==> src/rtl/muldiv_seq.sv <==
// Multi-cycle unsigned multiply/divide sequencer owning the architectural HI/LO
// registers; one shift-add or restoring-divide step per clock, WIDTH steps per op.
module muldiv_seq #(
  parameter int          WIDTH   = 32,
  parameter logic [5:0]  F_MULTU = 6'd25,
  parameter logic [5:0]  F_DIVU  = 6'd27
) (
  input  logic             clk,
  input  logic             rst,
  input  logic             start,
  input  logic [5:0]       Funct,
  input  logic [WIDTH-1:0] SrcA,
  input  logic [WIDTH-1:0] SrcB,
  input  logic             mf_req,
  output logic             busy,
  output logic             done,
  output logic             stall,
  output logic [WIDTH-1:0] HI,
  output logic [WIDTH-1:0] LO
);

  localparam int CW = (WIDTH > 1) ? $clog2(WIDTH) : 1;

  typedef enum logic [1:0] {S_IDLE, S_MUL, S_DIV, S_DONE} state_t;

  state_t             r_state;
  state_t             w_state_nxt;
  logic [CW-1:0]      r_cnt;
  logic [WIDTH-1:0]   r_op;
  logic [2*WIDTH-1:0] r_p;
  logic [WIDTH-1:0]   r_hi;
  logic [WIDTH-1:0]   r_lo;

  logic               w_can_accept;
  logic               w_acc_mul;
  logic               w_acc_div;
  logic               w_last;
  logic [WIDTH:0]     w_sum;
  logic [WIDTH:0]     w_shrem;
  logic [WIDTH-1:0]   w_diff;
  logic               w_ge;
  logic [2*WIDTH-1:0] w_p_step;

  // Accept decode, status outputs and pipeline stall request
  always_comb begin
    w_can_accept = (r_state == S_IDLE) || (r_state == S_DONE);
    w_acc_mul    = w_can_accept && start && (Funct == F_MULTU);
    w_acc_div    = w_can_accept && start && (Funct == F_DIVU);
    w_last       = (r_cnt == CW'(WIDTH - 1));
    busy         = (r_state == S_MUL) || (r_state == S_DIV);
    done         = (r_state == S_DONE);
    stall        = mf_req && (busy || w_acc_mul || w_acc_div);
    HI           = r_hi;
    LO           = r_lo;
  end

  // Next-state logic
  always_comb begin
    w_state_nxt = r_state;
    case (r_state)
      S_IDLE, S_DONE: begin
        if (w_acc_mul) begin
          w_state_nxt = S_MUL;
        end else if (w_acc_div) begin
          w_state_nxt = S_DIV;
        end else begin
          w_state_nxt = S_IDLE;
        end
      end
      S_MUL, S_DIV: begin
        if (w_last) begin
          w_state_nxt = S_DONE;
        end else begin
          w_state_nxt = r_state;
        end
      end
      default: w_state_nxt = S_IDLE;
    endcase
  end

  // One iteration step: shift-add for MUL, restoring subtract for DIV
  always_comb begin
    w_sum    = {1'b0, r_p[2*WIDTH-1:WIDTH]} + (r_p[0] ? {1'b0, r_op} : {(WIDTH+1){1'b0}});
    // The shifted remainder needs one extra bit: it can reach 2*divisor-1
    w_shrem  = r_p[2*WIDTH-1:WIDTH-1];
    w_ge     = (w_shrem >= {1'b0, r_op});
    w_diff   = w_shrem[WIDTH-1:0] - r_op;
    w_p_step = {w_sum, r_p[WIDTH-1:1]};
    if (r_state == S_DIV) begin
      if (w_ge) begin
        w_p_step = {w_diff, r_p[WIDTH-2:0], 1'b1};
      end else begin
        w_p_step = {w_shrem[WIDTH-1:0], r_p[WIDTH-2:0], 1'b0};
      end
    end else begin
      w_p_step = {w_sum, r_p[WIDTH-1:1]};
    end
  end

  // State, working registers and HI/LO commit
  always_ff @(posedge clk) begin
    if (rst) begin
      r_state <= S_IDLE;
      r_cnt   <= '0;
      r_op    <= '0;
      r_p     <= '0;
      r_hi    <= '0;
      r_lo    <= '0;
    end else begin
      r_state <= w_state_nxt;
      if (w_acc_mul) begin
        r_op  <= SrcA;
        r_p   <= {{WIDTH{1'b0}}, SrcB};
        r_cnt <= '0;
      end else if (w_acc_div) begin
        r_op  <= SrcB;
        r_p   <= {{WIDTH{1'b0}}, SrcA};
        r_cnt <= '0;
      end else if (busy) begin
        r_p   <= w_p_step;
        r_cnt <= r_cnt + CW'(1);
        if (w_last) begin
          r_hi <= w_p_step[2*WIDTH-1:WIDTH];
          r_lo <= w_p_step[WIDTH-1:0];
        end
      end
    end
  end

endmodule
==> config.mk <==
export PLATFORM = sky130hd
export DESIGN_NAME = muldiv_seq
export DESIGN_NICKNAME = d
export VERILOG_FILES = /design/src/rtl/muldiv_seq.sv
export SDC_FILE = /design/constraint.sdc
export NUM_CORES = 1
export LEC_CHECK = 0
export CORE_ASPECT_RATIO = 2
export CORE_UTILIZATION = 52
export CTS_CLUSTER_DIAMETER = 50
export DETAILED_ROUTE_END_ITERATION = 8
export PLACE_DENSITY = 0.78
export SYNTH_ARGS = -nofsm -noshare
export SYNTH_HDL_FRONTEND = slang
export SYNTH_SLANG_ARGS = --single-unit
==> constraint.sdc <==
create_clock -name clk -period 3 [get_ports clk]
set_input_delay 0.45 -clock clk [delete_from_list [all_inputs] [get_ports clk]]
set_output_delay 0.45 -clock clk [all_outputs]
set_load 0.1 [all_outputs]
==> After elaboration in Yosys (flattened, before gate mapping) <==
Index checks and enable logic that the tools add are counted.
{ "op_classes": {"n_div": 0, "n_eq_ne": 7, "n_addsub": 3, "order_cmp": 1, "muxes": 12, "n_bitwise": 2, "shifts": 0, "mul": 0, "n_reduce_logical": 15} }
{ "ops": {"columns": ["operator", "n"], "rows": [
  ["$mux W32", 6],
  ["$mux W64", 2],
  ["$add A32 B32 Y33", 1],
  ["$ge A33 B32 Y1", 1],
  ["$sub A32 B32 Y32", 1],
  ["$eq A6 B5 Y1 const B", 2],
  ["$mux W2", 3],
  ["$add A5 B1 Y5 const B", 1],
  ["$eq A5 B5 Y1 const B", 1],
  ["$eq A2 B2 Y1 const B", 2],
  ["$logic_and A1 B1 Y1", 4],
  ["$logic_or A1 B1 Y1", 4],
  ["$pmux W2 S2", 1],
  ["$reduce_and A4 Y1", 1],
  ["$reduce_or A2 Y1", 2],
  ["$reduce_bool A3 Y1", 1],
  ["$reduce_or A3 Y1", 1],
  ["$eq A2 B1 Y1 const B", 1],
  ["$logic_not A2 Y1", 1],
  ["$ne A2 B2 Y1 const B", 1],
  ["$not A1 Y1", 2],
  ["$reduce_bool A2 Y1", 1]
]} }
{ "word_totals": {"latch_bits": 0, "in_bits": 74, "ram_bits": 0, "n_memories": 0, "output_inout_bits": 67, "romBits": 0, "word_cells": 47, "regBits": 167} }

==> Logic depth before layout (Yosys ltp) <==
{ "logic_depth": {"word_depth": 7, "mapped_depth": 13} }

==> Worst setup path before layout <==
Ideal clock, no wire load.
{ "synth_timing": {"path_kind": "register to output", "from": "register r_state[0]", "to": "output port busy", "arrival_time_ns": 2.492, "path_slack_ns": 0.058, "path_stages_with_launch": 8, "path_cell_list": "dfxtp_1 -> inv_1 -> ha_1 -> clkbuf_1 -> inv_1 -> clkbuf_1 -> clkbuf_1 -> clkbuf_1"} }
{ "synth_between": {"elab_chain_len": 2} }
{ "synth_lines": {"columns": ["element", "line", "text"], "rows": [
  ["start, declared", "26", "state_t r_state;"],
  ["start signal, assigned", "110", "r_state <= w_state_nxt;"],
  ["$eq A2 B1 Y1 / $eq A2 B2 Y1 (equally long branches)", "50", "busy = (r_state == S_MUL) || (r_state == S_DIV);"],
  ["$logic_or A1 B1 Y1 *", "50", null],
  ["end, declared", "15", "output logic busy,"]
]} }
Mark *: on every way between the ends. The rest lies on a longest branch, timed or not.

==> Worst setup path in the final report <==
{ "layout_timing": {"from": "register r_op[19]", "to": "register r_hi[7] (netlist: HI[7])"} }
{ "layout_between": {"elab_chain_len": 3} }
{ "layout_lines": {"columns": ["element", "line", "text"], "rows": [
  ["start, declared", "29", "logic [WIDTH-1:0] r_op;"],
  ["start signal, assigned", "112", "r_op <= SrcA;"],
  ["start signal, assigned", "116", "r_op <= SrcB;"],
  ["$ge A33 B32 Y1", "86", "w_ge = (w_shrem >= {1'b0, r_op});"],
  ["$mux W64", "90", "if (w_ge) begin"],
  ["$mux W64", "89", "if (r_state == S_DIV) begin"],
  ["end signal, assigned", "123", "r_hi <= w_p_step[2*WIDTH-1:WIDTH];"],
  ["end, declared", "31", "logic [WIDTH-1:0] r_hi;"]
]} }
No other way between the ends.
A chain may end at the register's enable or synchronous reset.

==> flow_metrics.env <==
export IMPL_status="finished with violations"
export IMPL_failed_checks="negative setup slack"
export IMPL_p_switching_mw=4.19
export IMPL_worstHoldEndpoint="HI[13]$_SDFFE_PP0P_"
export IMPL_r2r_start="r_op[19]$_SDFFE_PP0N_"
export IMPL_multi_input_area_um2=8510
export IMPL_min_period_over_period=1.01
export IMPL_yosys_area_top_type="dfxtp_1"
export IMPL_r2r_end="HI[7]$_SDFFE_PP0P_"
export IMPL_antenna_left=0
export IMPL_nets=1859
export IMPL_powerDensity_nw_per_um2=657
export IMPL_reg2reg_slack_ns=-0.03
export IMPL_min_from="HI[13]$_SDFFE_PP0P_"
export IMPL_tightest_slew_ns=0.717
export IMPL_grt_max_degree=68
export IMPL_die_w_um=108
export IMPL_htreeDepth=4
export IMPL_start_util=0.528
export IMPL_worst_setup_path_type="register to register"
export IMPL_clock_power_share=0.210
export IMPL_synth_ff_type="dfxtp_1"
export IMPL_final_max_slew_viol_count=0
export IMPL_cts_sinks=167
export IMPL_drc=0
export IMPL_synthArstFlopShare=0
export IMPL_fin_util=0.740
export IMPL_routed_wl_mm=42.3
export IMPL_ys_seq_area_frac=0.288
export IMPL_clk_pin_slew_ns=0.07
export IMPL_relSlewSlack=0.521
export IMPL_die_height_um=213
export IMPL_ios=141
export IMPL_min_period_ns=3.03
export IMPL_yosys_top_cells_count="180 x nor2_1, 167 x dfxtp_1, 112 x mux2i_1"
export IMPL_start_kind="register"
export IMPL_rr_worst_depth=12
export IMPL_yosysMostFrequentCell="nor2_1"
export IMPL_gp_congestion=0.968
export IMPL_hp_class="register to register"
export IMPL_grt_overflow_total=0
export IMPL_antenna_found_initial=0
export IMPL_whs_path_depth=2
export IMPL_slowest_stage="or4_4"
export IMPL_area_delta_synth_final_pct=40.2
export IMPL_end_kind="register"
export IMPL_syn_inst=1408
export IMPL_avgSynthCellArea_um2=8.23
export IMPL_synth_cell_type_count=78
export IMPL_comb_power_share=0.560
export IMPL_syn_nets=1552
export IMPL_power_internal_mw=6.49
export IMPL_regArea_um2=3400
export IMPL_fp_row_count=77
export IMPL_cap_violations=0
export IMPL_via_count=12200
export IMPL_portBuffers=140
export IMPL_synth_edff_count=0
export IMPL_grt_pass1_vias=12300
export IMPL_hold_viol_final=0
export IMPL_clockRootBuffer="clkbuf_16"
export IMPL_clk_latency_ns=0.46
export IMPL_die_area_um2=22900
export IMPL_path_max_fanout=7
export IMPL_coreArea_um2=22000
export IMPL_drt_first_pass_iters=5
export IMPL_place_hpwl_mm=31.3
export IMPL_fmax_mhz=330
export IMPL_netlist_area_um2=11600
export IMPL_p_sw_frac=0.393
export IMPL_ys_warn_count=0
export IMPL_vdd_drop_max_mv=0.585
export IMPL_diodes=0
export IMPL_grt_pass1_wl_mm=63.8
export IMPL_cts_tree="yes"
export IMPL_leakage_nw=6.82
export IMPL_grtUsageTotal=0.367
export IMPL_final_fill_count=1637
export IMPL_path_cells="inv_1 -> ha_1 -> nand2_2 -> or4_4 -> o211ai_4 -> a221oi_4 -> nand2_4 -> buf_12 -> mux2_4 -> o211ai_1 -> buf_4 -> a21oi_2"
export IMPL_clk_path_buf_depth=2
export IMPL_synth_top_area_frac=0.288
export IMPL_max_stage_delay_ns=0.57
export IMPL_required_ns=3.33
export IMPL_dpl_cell_count=1951
export IMPL_numCtsBuffers=17
export IMPL_layout_setup_ws_ns=-0.0302
export IMPL_skew_ns=0.0120
export IMPL_cp_arrival_ns=3.36
export IMPL_ys_seq_elements=167
export IMPL_synthTopCellsByArea="dfxtp_1 29%, mux2i_1 9.7%, ha_1 7.3%"
export IMPL_setup_violations=2
export IMPL_rsz0062_at_grt="yes"
export IMPL_wl_per_cell_um=21.1
export IMPL_stdcell_count=2004
export IMPL_layout_drive_gt1_share=0.310
export IMPL_viasPerCell=6.09
export IMPL_postCtsHoldBufs=0
export IMPL_drt_initial_drc_count=704
export IMPL_p_seq_frac=0.230
routing by layer:
| layer | GRT usage | wire length, µm |
|---|---|---|
| met1 | 0.373 | 15100 |
| met2 | 0.662 | 21800 |
| met3 | 0.0614 | 2300 |
| met4 | 0.272 | 3050 |
| met5 | 0 | 0 |
state kept, by name, summed over array words and instances, names as in the netlist:
register and count:
HI 32, LO 32, r_cnt 5, r_op 32
r_p 64, r_state 2
power groups by stage:
stage               sequential (mW)  combinational, mW  clock [mW]
CTS                            2.45               5.42        2.25
global placement               2.49               4.86           0
global route                   2.47               6.27        2.35
floorplan                      2.46               2.98           0
finish                         2.46               5.97        2.24
detailed placement             2.49               4.92           0
layout make-up:
cell class / count / area share
repair buffers: 381 / 0.199
flip-flops and latches: 167 / 0.209
clock inverters: 15 / 0.00955
clock buffers: 17 / 0.0262
multi-input cells: 1098 / 0.523
well taps: 276 / 0.0212
inverters: 50 / 0.0115
logic make-up after synthesis:
family | count (synthesis) | synth area share
xor+xnor | 50 | 0.0378
buf+inv | 143 | 0.0493
flops | 167 | 0.288
compound gates | 416 | 0.246
fa+ha+maj | 70 | 0.0768
simple gates | 429 | 0.177
mux | 133 | 0.124
placed cells by master (no fill, tap or decap), types with 38 or more instances in the layout:
cell and count:
buf_4 288, inv_1 40, a211oi_1 89, a21oi_1 64, mux2i_1 111, and2_1 65, nand2_1 67, dfxtp_1 136
o21ai_0 42, clkdlybuf4s50_1 71, ha_1 38, nor2_1 177
repair_timing:
action | CTS | global route
endpoints found under the setup margin | 48 | 57
resized for setup | 70 | 136
endpoints found under the hold margin | 0 | 0
buffers inserted | 10 | 11
pin swaps | 16 | 58
critical path, delay by kind of cell (launching register included):
family,cells,cell delay (ns)
simple gates,3,0.81
buf+inv,3,0.38
fa+ha+maj,1,0.33
mux,1,0.31
flops,1,0.38
compound gates,4,0.69
per-stage QoR:
stage	area (µm²)	setup WS, ns	TNS (ns)	power, mW	hold WS [ns]
6_report	16300	-0.0302	-0.0312	10.7	0.456
4_1_cts	15600	-0.00111	-0.00111	10.1	0.429
2_1_floorplan	11600	0.0583	0	5.43	0.470
5_1_grt	16300	-0.114	-0.719	11.1	0.464
3_5_place_dp	14600	-0.265	-5.54	7.41	0.447
3_3_place_gp	14600	-0.233	-4.36	7.34	0.446
how the worst max path moves through the flow:
stage,slack [ns],to,cells after the start,start
floorplan,0.06,busy,7,r_state[0]$_SDFFE_PP0P_
global placement,-0.23,HI[24]$_SDFFE_PP0P_,12,r_p[0]$_SDFFE_PP0N_
detailed placement,-0.27,HI[5]$_SDFFE_PP0P_,12,r_op[10]$_SDFFE_PP0N_
CTS,-0.001,HI[7]$_SDFFE_PP0P_,14,r_op[20]$_SDFFE_PP0N_
global route,-0.11,HI[7]$_SDFFE_PP0P_,14,r_op[16]$_SDFFE_PP0N_
finish,-0.03,HI[7]$_SDFFE_PP0P_,12,r_op[19]$_SDFFE_PP0N_
Note: power is estimated with default switching activity, not from simulation.
